### config.mk
export PLATFORM = sky130hd
export DESIGN_NAME = seq_restoring_divider
export DESIGN_NICKNAME = d
export VERILOG_FILES = /design/src/rtl/seq_restoring_divider.sv
export SDC_FILE = /design/constraint.sdc
export NUM_CORES = 1
export LEC_CHECK = 0
export ABC_AREA = 1
export CAP_MARGIN = 20
export CORE_MARGIN = 10
export CORE_UTILIZATION = 33
export CTS_BUF_LIST = sky130_fd_sc_hd__clkbuf_4 sky130_fd_sc_hd__clkbuf_8
export DETAILED_ROUTE_END_ITERATION = 8
export GPL_TIMING_DRIVEN = 0
export SYNTH_ARGS = -nofsm -noshare
export SYNTH_HDL_FRONTEND = slang
export SYNTH_SLANG_ARGS = --single-unit
export TNS_END_PERCENT = 100
### constraint.sdc
create_clock -name clk -period 4.3 [get_ports clk]
set_input_delay 0.645 -clock clk [delete_from_list [all_inputs] [get_ports clk]]
set_output_delay 0.645 -clock clk [all_outputs]
set_load 0.01 [all_outputs]
### src/rtl/seq_restoring_divider.sv
// Iterative restoring divider for RISC-V DIV/DIVU/REM/REMU.
// Retires one quotient bit per cycle by trial subtraction, MSB first.
// Divide-by-zero and signed overflow are resolved on the start edge.
// All other operations go through CALC and then FIX. The result appears
// WIDTH+2 cycles after the start cycle.
module seq_restoring_divider #(
   parameter int WIDTH = 32,
   parameter int CNT_W = 6
) (
   input  logic             clk,
   input  logic             rst_n,
   input  logic             start_i,
   input  logic [1:0]       op_i,
   input  logic [WIDTH-1:0] dividend_i,
   input  logic [WIDTH-1:0] divisor_i,
   input  logic             flush_i,
   output logic             busy_o,
   output logic             done_o,
   output logic [WIDTH-1:0] result_o
);

   typedef enum logic [1:0] {
      S_IDLE,
      S_CALC,
      S_FIX,
      S_DONE
   } state_e;

   localparam logic [CNT_W-1:0] LAST_CNT = CNT_W'(WIDTH - 1);
   localparam logic [WIDTH-1:0] MOST_NEG = {1'b1, {(WIDTH-1){1'b0}}};

   state_e           state_q, state_d;
   logic             op_rem_q, op_rem_d;   // 1: result is the remainder
   logic [WIDTH-1:0] quo_q, quo_d;         // dividend magnitude shifting out, quotient shifting in
   logic [WIDTH-1:0] rem_q, rem_d;         // partial remainder
   logic [WIDTH-1:0] dvs_q, dvs_d;         // divisor magnitude
   logic [CNT_W-1:0] cnt_q, cnt_d;
   logic             qneg_q, qneg_d;       // quotient must be negated in FIX
   logic             rneg_q, rneg_d;       // remainder must be negated in FIX
   logic [WIDTH-1:0] result_q, result_d;

   // Operand decode at launch time
   logic             is_signed;
   logic             a_neg;
   logic             b_neg;
   logic [WIDTH-1:0] a_mag;
   logic [WIDTH-1:0] b_mag;
   logic             div_zero;
   logic             overflow;

   // Iteration datapath
   logic [WIDTH:0]   rem_sh;
   logic [WIDTH:0]   diff;
   logic [WIDTH-1:0] q_fix;
   logic [WIDTH-1:0] r_fix;

   // Launch decode: magnitudes, signs and the two early-out cases.
   // The magnitude of MOST_NEG is 2^(WIDTH-1), which still fits as an unsigned value.
   always_comb begin
      is_signed = ~op_i[0];
      a_neg     = is_signed & dividend_i[WIDTH-1];
      b_neg     = is_signed & divisor_i[WIDTH-1];
      a_mag     = a_neg ? (~dividend_i + 1'b1) : dividend_i;
      b_mag     = b_neg ? (~divisor_i + 1'b1) : divisor_i;
      div_zero  = (divisor_i == '0);
      overflow  = is_signed & (dividend_i == MOST_NEG) & (divisor_i == '1);
   end

   // One restoring step.
   // The shifted remainder keeps its carry-out bit, so an unsigned divisor
   // above 2^(WIDTH-1) still divides correctly.
   // diff[WIDTH] is the borrow, meaning the trial subtraction went negative.
   always_comb begin
      rem_sh = {rem_q, quo_q[WIDTH-1]};
      diff   = rem_sh - {1'b0, dvs_q};
      q_fix  = qneg_q ? (~quo_q + 1'b1) : quo_q;
      r_fix  = rneg_q ? (~rem_q + 1'b1) : rem_q;
   end

   // Next-state and datapath update. flush_i overrides everything, and nothing
   // else changes on a flush cycle, so result_o holds its value.
   always_comb begin
      // NOTE: every variable gets a default before the case so no path leaves it unassigned (no latches).
      state_d  = state_q;
      op_rem_d = op_rem_q;
      quo_d    = quo_q;
      rem_d    = rem_q;
      dvs_d    = dvs_q;
      cnt_d    = cnt_q;
      qneg_d   = qneg_q;
      rneg_d   = rneg_q;
      result_d = result_q;

      if (flush_i) begin
         state_d = S_IDLE;
      end else begin
         case (state_q)
            S_IDLE: begin
               if (start_i) begin
                  op_rem_d = op_i[1];
                  if (div_zero) begin
                     result_d = op_i[1] ? dividend_i : '1;
                     state_d  = S_DONE;
                  end else if (overflow) begin
                     result_d = op_i[1] ? '0 : dividend_i;
                     state_d  = S_DONE;
                  end else begin
                     quo_d   = a_mag;
                     dvs_d   = b_mag;
                     rem_d   = '0;
                     cnt_d   = '0;
                     qneg_d  = a_neg ^ b_neg;
                     rneg_d  = a_neg;
                     state_d = S_CALC;
                  end
               end
            end
            S_CALC: begin
               quo_d = {quo_q[WIDTH-2:0], ~diff[WIDTH]};
               rem_d = diff[WIDTH] ? rem_sh[WIDTH-1:0] : diff[WIDTH-1:0];
               cnt_d = cnt_q + 1'b1;
               if (cnt_q == LAST_CNT) begin
                  state_d = S_FIX;
               end
            end
            S_FIX: begin
               result_d = op_rem_q ? r_fix : q_fix;
               state_d  = S_DONE;
            end
            S_DONE: begin
               state_d = S_IDLE;
            end
            default: begin
               state_d = S_IDLE;
            end
         endcase
      end
   end

   // State register and datapath registers
   always_ff @(posedge clk or negedge rst_n) begin
      if (!rst_n) begin
         // NOTE: datapath registers are reset too, so a reset leaves result_o at 0 and nothing stale survives.
         state_q  <= S_IDLE;
         op_rem_q <= 1'b0;
         quo_q    <= '0;
         rem_q    <= '0;
         dvs_q    <= '0;
         cnt_q    <= '0;
         qneg_q   <= 1'b0;
         rneg_q   <= 1'b0;
         result_q <= '0;
      end else begin
         // NOTE: non-blocking assignments so every register samples the pre-edge values.
         state_q  <= state_d;
         op_rem_q <= op_rem_d;
         quo_q    <= quo_d;
         rem_q    <= rem_d;
         dvs_q    <= dvs_d;
         cnt_q    <= cnt_d;
         qneg_q   <= qneg_d;
         rneg_q   <= rneg_d;
         result_q <= result_d;
      end
   end

   assign busy_o   = (state_q != S_IDLE);
   assign done_o   = (state_q == S_DONE);
   assign result_o = result_q;

endmodule

# ---- After elaboration in Yosys (flattened, before gate mapping)
# Cells that the tools add are included.
dict set report classes {
  n_addsub 6
  eq_ne 12
  muxes 30
  bitwise 14
  n_reduce_logical 10
}
# cell n
set ops {}
lappend ops {{two-way mux 32 bit} 17}
lappend ops {{one-hot mux 32 bit (2 select lines)} 3}
lappend ops {{adder 32 x 1 -> 32 bit (second input constant)} 4}
lappend ops {{NOT 32 bit} 4}
lappend ops {{== test 32 bit (second input constant)} 2}
lappend ops {{subtractor 33 x 32 -> 33 bit} 1}
lappend ops {{logical NOT 32 bit} 1}
lappend ops {{two-way mux 6 bit} 3}
lappend ops {{one-hot mux 6 bit (2 select lines)} 1}
lappend ops {{two-way mux 2 bit} 5}
lappend ops {{AND reduction 5 bit} 2}
lappend ops {{!= test 3 bit (second input constant)} 3}
lappend ops {{one-hot mux 2 bit (4 select lines)} 1}
lappend ops {{adder 6 x 1 -> 6 bit (second input constant)} 1}
lappend ops {{== test 6 x 5 -> 1 bit (second input constant)} 1}
lappend ops {{!= test 2 bit (second input constant)} 3}
lappend ops {{nonzero test 2 bit} 3}
lappend ops {{NOT 1 bit} 5}
lappend ops {{AND 1 bit} 4}
lappend ops {{== test 2 bit (second input constant)} 2}
lappend ops {{AND reduction 4 bit} 1}
lappend ops {{AND reduction 3 bit} 1}
lappend ops {{== test 2 x 1 -> 1 bit (second input constant)} 1}
lappend ops {{logical NOT 2 bit} 1}
lappend ops {{other kinds (2)} 2}
dict set report word_totals {
  reg_bits 139
}

# ---- Depth between registers and ports, before layout
dict set report depth {
  depth_word 8
  ltp_mapped 18
  mapped_depth_nobuf 18
}

# ---- Worst setup path after synthesis
# OpenSTA, ideal clock, no wires.
dict set report synth_timing {
  path_kind {register to register}
  startpoint {register quo_q[31]}
  endpoint {register rem_q[24]}
  arrival_ps 2169
  required_ps 4183
  path_slack_ps 2013
  stages_incl_launch_ff 19
  n_path_buf 1
  period_less_slack_ps 2287
  path_cell_list {dfrtp_1 > inv_1 > ha_1 > fa_1 > inv_1 > nand2_1 > nand2_1 > nand3_1 > nand2_1 > nand2_1 > nand2_1 > nand2_1 > nand2_1 > nand2_1 > nand2_1 > buf_2 > nand2_1 > nand3_1 > nand2_1}
}
dict set report synth_between {
  elab_chain_len 3
}
# item line_no
set synth_lines {}
lappend synth_lines {{start, declared} 34} ;# logic [WIDTH-1:0] quo_q, quo_d;
lappend synth_lines {{start signal, assigned} 157} ;# quo_q <= quo_d;
lappend synth_lines {{subtractor 33 x 32 -> 33 bit} 75} ;# diff = rem_sh - {1'b0, dvs_q};
lappend synth_lines {{two-way mux 32 bit} 120} ;# rem_d = diff[WIDTH] ? rem_sh[WIDTH-1:0] : diff[WIDTH-1:0];
lappend synth_lines {{one-hot mux 32 bit (2 select lines)} 97} ;# case (state_q)
lappend synth_lines {{end signal, assigned} 158} ;# rem_q <= rem_d;
lappend synth_lines {{end, declared} 35} ;# logic [WIDTH-1:0] rem_q, rem_d;
# No other way between the ends.
# A chain may end at the register's enable or synchronous reset.

# ---- Final worst setup path
dict set report layout_timing {
  startpoint {input dividend_i[0]}
  endpoint {register result_q[28], in the netlist result_o[28]}
}
dict set report layout_between {
  elab_chain_len 5
}
# item line_no
set layout_lines {}
lappend layout_lines {{start, declared} 14} ;# input logic [WIDTH-1:0] dividend_i,
lappend layout_lines {{== test 32 bit} 66} ;# overflow = is_signed & (dividend_i == MOST_NEG) & (divisor_i == '1);
lappend layout_lines {{AND 1 bit (2 in a row)} 66}
lappend layout_lines {{!= test 3 bit (no source line)} n/a}
lappend layout_lines {{AND reduction 4 bit (no source line)} n/a}
lappend layout_lines {{end signal, assigned} 163} ;# result_q <= result_d;
lappend layout_lines {{end, declared} 40} ;# logic [WIDTH-1:0] result_q, result_d;
# No other way between the ends.

==> results.json <==
{
  "place_area_um2": 15100,
  "ys_types": 42,
  "clock_latency_ns": 0.51,
  "post-route-period-util_pct": 73.5,
  "min_period_ns": 3.16,
  "ff2ff_setup_slack_ns": 1.25,
  "maxSlewHeadroom_pct": 38.8,
  "cp-start-kind": "input port",
  "cpMostUsedCell": "nand2_1",
  "leakage_nw": 8.28,
  "skew_ns": 0.0211,
  "clkSinkCount": 139,
  "numCtsBuffers": 17,
  "first_pass_iters": 7,
  "via_count": 15400,
  "peakVddDrop_v": 0.000191,
  "drc": 0,
  "worst_slew_pin_slew_ns": 0.918,
  "slowest_delay_ns": 0.46,
  "clock_path_buffers": 2,
  "syn_avg_cell_area_um2": 5.79,
  "final_area_um2": 15500,
  "die-area_um2": 49100,
  "placement.io_buffers": 103,
  "hpwl_mm": 44.5,
  "cts_hold_buf": 0,
  "critPathSlowestCell": "clkdlybuf4s50_1",
  "slew_violations": 0,
  "initial_core_util_pct": 33.6,
  "max-cap-violations": 0,
  "htree_levels": 4,
  "grt_max_degree": 72,
  "crit_chain": "clkdlybuf4s50_1 -> inv_1 -> ha_1 -> nand3_2 -> nor2_2 -> nand3_2 -> nor2_2 -> nand2_1 -> nand2_1 -> nand2_2 -> nand2_2 -> nand2_4 -> buf_6 -> nor2_1 -> nand2_1 -> nand2_1",
  "syn_area_um2": 13400,
  "globalplace.congestion": 0.961,
  "cts_root_buffer": "clkbuf_8",
  "hold_ws_ns": 0.141,
  "synth_top_flop_cell": "dfrtp_1",
  "ant_nets": 0,
  "ios": 104,
  "cts_tree": "built",
  "crit_arrival_ns": 3.60,
  "wirelength_mm": 54.2,
  "area_growth_pct": 15.8,
  "cts_resized": 0,
  "rows": 73,
  "track_usage_pct": 21.2,
  "final_common_cell": "nand2_1",
  "status": "finished, final reports clean",
  "synthCells": 2314,
  "grt_pass1_wl_mm": 82.6,
  "die_h_um": 222,
  "finalHoldViolCount": 0,
  "layout_common_cells": "nand2_1 (917), inv_1 (282), nand3_1 (213), nor2_1 (203), o21ai_0 (162)",
  "path_buf_inv": 3,
  "ys_seq_elements": 139,
  "r2r-start": "quo_q[31]$_DFFE_PN0P_",
  "ff2ff_path_depth": 18,
  "worstPathRequired_ns": 4.73,
  "clk_pin_slew_worst_paths_ns": 0.10,
  "wire_per_inst_um": 18.2,
  "rsz0062_at_grt": "false",
  "seq_area_frac_synth_pct": 25.9,
  "antenna_found_initial": 0,
  "post_cts_buffers": 0,
  "grt-ovfl-total": 0,
  "critPathMaxFanout": 10,
  "r2r-end": "rem_q[25]$_DFFE_PN0P_",
  "yosysTopAreaCell": "dfrtp_1",
  "critPathKind": "input port to flip-flop",
  "nets": 2550,
  "first_iter_violations": 1672,
  "synthArstFlopShare_pct": 100,
  "hold_path_class": "input port to async pin",
  "worst_setup_path_end_kind": "flip-flop",
  "yosysWarnings": 0,
  "path_delay_family": "simple AND/OR/NAND/NOR gates",
  "power_per_cell_area_nw_per_um2": 489,
  "grt_pass1_vias": 14200,
  "setup_viol": 0,
  "drt-vias-per-instance": 5.17,
  "max_clock_freq_ghz": 0.316,
  "fp.dieW_um": 222,
  "synth_edf_count": 0,
  "fill_cells": 4419,
  "syn_nets": 2427,
  "yosysTopAreaCellShare_pct": 25.9,
  "final_layout_size_suffix_gt1_share_pct": 3.47,
  "core-area_um2": 39900,
  "synth_area_leaders": "dfrtp_1 (26%), nand2_1 (26%), nand3_1 (8.0%)"
}
==> how the worst max path moves through the flow <==
stage,startpoint,endpoint,slack [ns],cells after the start
final,dividend_i[0],result_o[28]$_DFFE_PN0P_,1.14,16
after global routing,quo_q[31]$_DFFE_PN0P_,rem_q[25]$_DFFE_PN0P_,0.98,18
after CTS,divisor_i[1],result_o[28]$_DFFE_PN0P_,1.21,14
after detailed placement,divisor_i[1],result_o[28]$_DFFE_PN0P_,0.69,14
after global placement,rst_n,dvs_q[9]$_DFFE_PN0P_,-3.24,1
after floorplan,quo_q[31]$_DFFE_PN0P_,rem_q[24]$_DFFE_PN0P_,2.01,18
==> routing by layer <==
layer / vias to the layer above / GRT usage (%) / part of all wire, %
met5: - / 0 / 0
met4: 0 / 5.31 / 1.9
met3: 65 / 3.45 / 6.8
met2: 558 / 32.7 / 44
met1: 7166 / 30.2 / 47
li1: 7594 / - / -
==> cell type report <==
| type | count | area [um^2] | share of cell area (%) |
|---|---|---|---|
| Multi-Input combinational cell | 1812 | 8470 | 54.5 |
| Timing Repair Buffer | 104 | 1060 | 6.83 |
| Clock buffer | 18 | 248 | 1.60 |
| Antenna cell | 1 | 2.50 | 0.0161 |
| Clock inverter | 14 | 155 | 0.999 |
| Buffer | 75 | 375 | 2.42 |
| Tap cell | 525 | 657 | 4.23 |
| Sequential cell | 139 | 3480 | 22.4 |
| Inverter | 288 | 1080 | 6.97 |
==> cell usage after synthesis, drive strengths merged, types with 13 or more instances <==
cell / instances
nand2: 920
nand4: 38
o21ai: 167
xor2: 37
clkbuf: 44
nand3: 216
xnor2: 19
buf: 31
inv: 285
dfrtp: 139
nand3b: 13
a21oi: 69
nor2: 210
nor3: 23
o211ai: 22
ha: 42
==> cell families (layout without fill, tap and decap cells) <==
kind of cell | after synthesis | after routing | synth area share, %
flip-flops | 139 | 139 | 25.9
buffers and inverters | 363 | 499 | 10.9
multiplexers | 1 | 1 | 0.0747
other | 0 | 1 | 0
adder cells (fa/ha/maj) | 43 | 43 | 4.07
AND/OR/NAND/NOR | 1433 | 1433 | 44.2
AO/OA/AOI/OAI | 279 | 279 | 11.2
XOR/XNOR | 56 | 56 | 3.66
==> through the flow <==
step           total power, mW  worst slack, ns  instances  util, %  setup TNS, ns
6_report                  7.59             1.14       2976     38.9              0
2_1_floorplan             4.78             2.01       2314        -              0
3_5_place_dp              6.33            0.694       2943     37.9              0
4_1_cts                   7.53             1.21       2975     38.9              0
5_1_grt                   8.21            0.982       2975     38.9              0
3_3_place_gp              6.30            -3.24       2942     37.8        -445.99
==> state kept, by name (all words and copies together) (netlist names) <==
name,count
rneg_q,1
cnt_q,6
dvs_q,32
op_rem_q,1
qneg_q,1
result_o,32
state_q,2
rem_q,32
quo_q,32
==> report_power, final <==
part | switching [mW] | total, mW | internal, mW
combinational | 2.96 | 4.33 | 1.37
clock | 0.674 | 1.17 | 0.500
sequential | 0.387 | 2.08 | 1.69
total | 4.03 | 7.59 | 3.56
No activity file was read; power rests on OpenSTA's default activity.
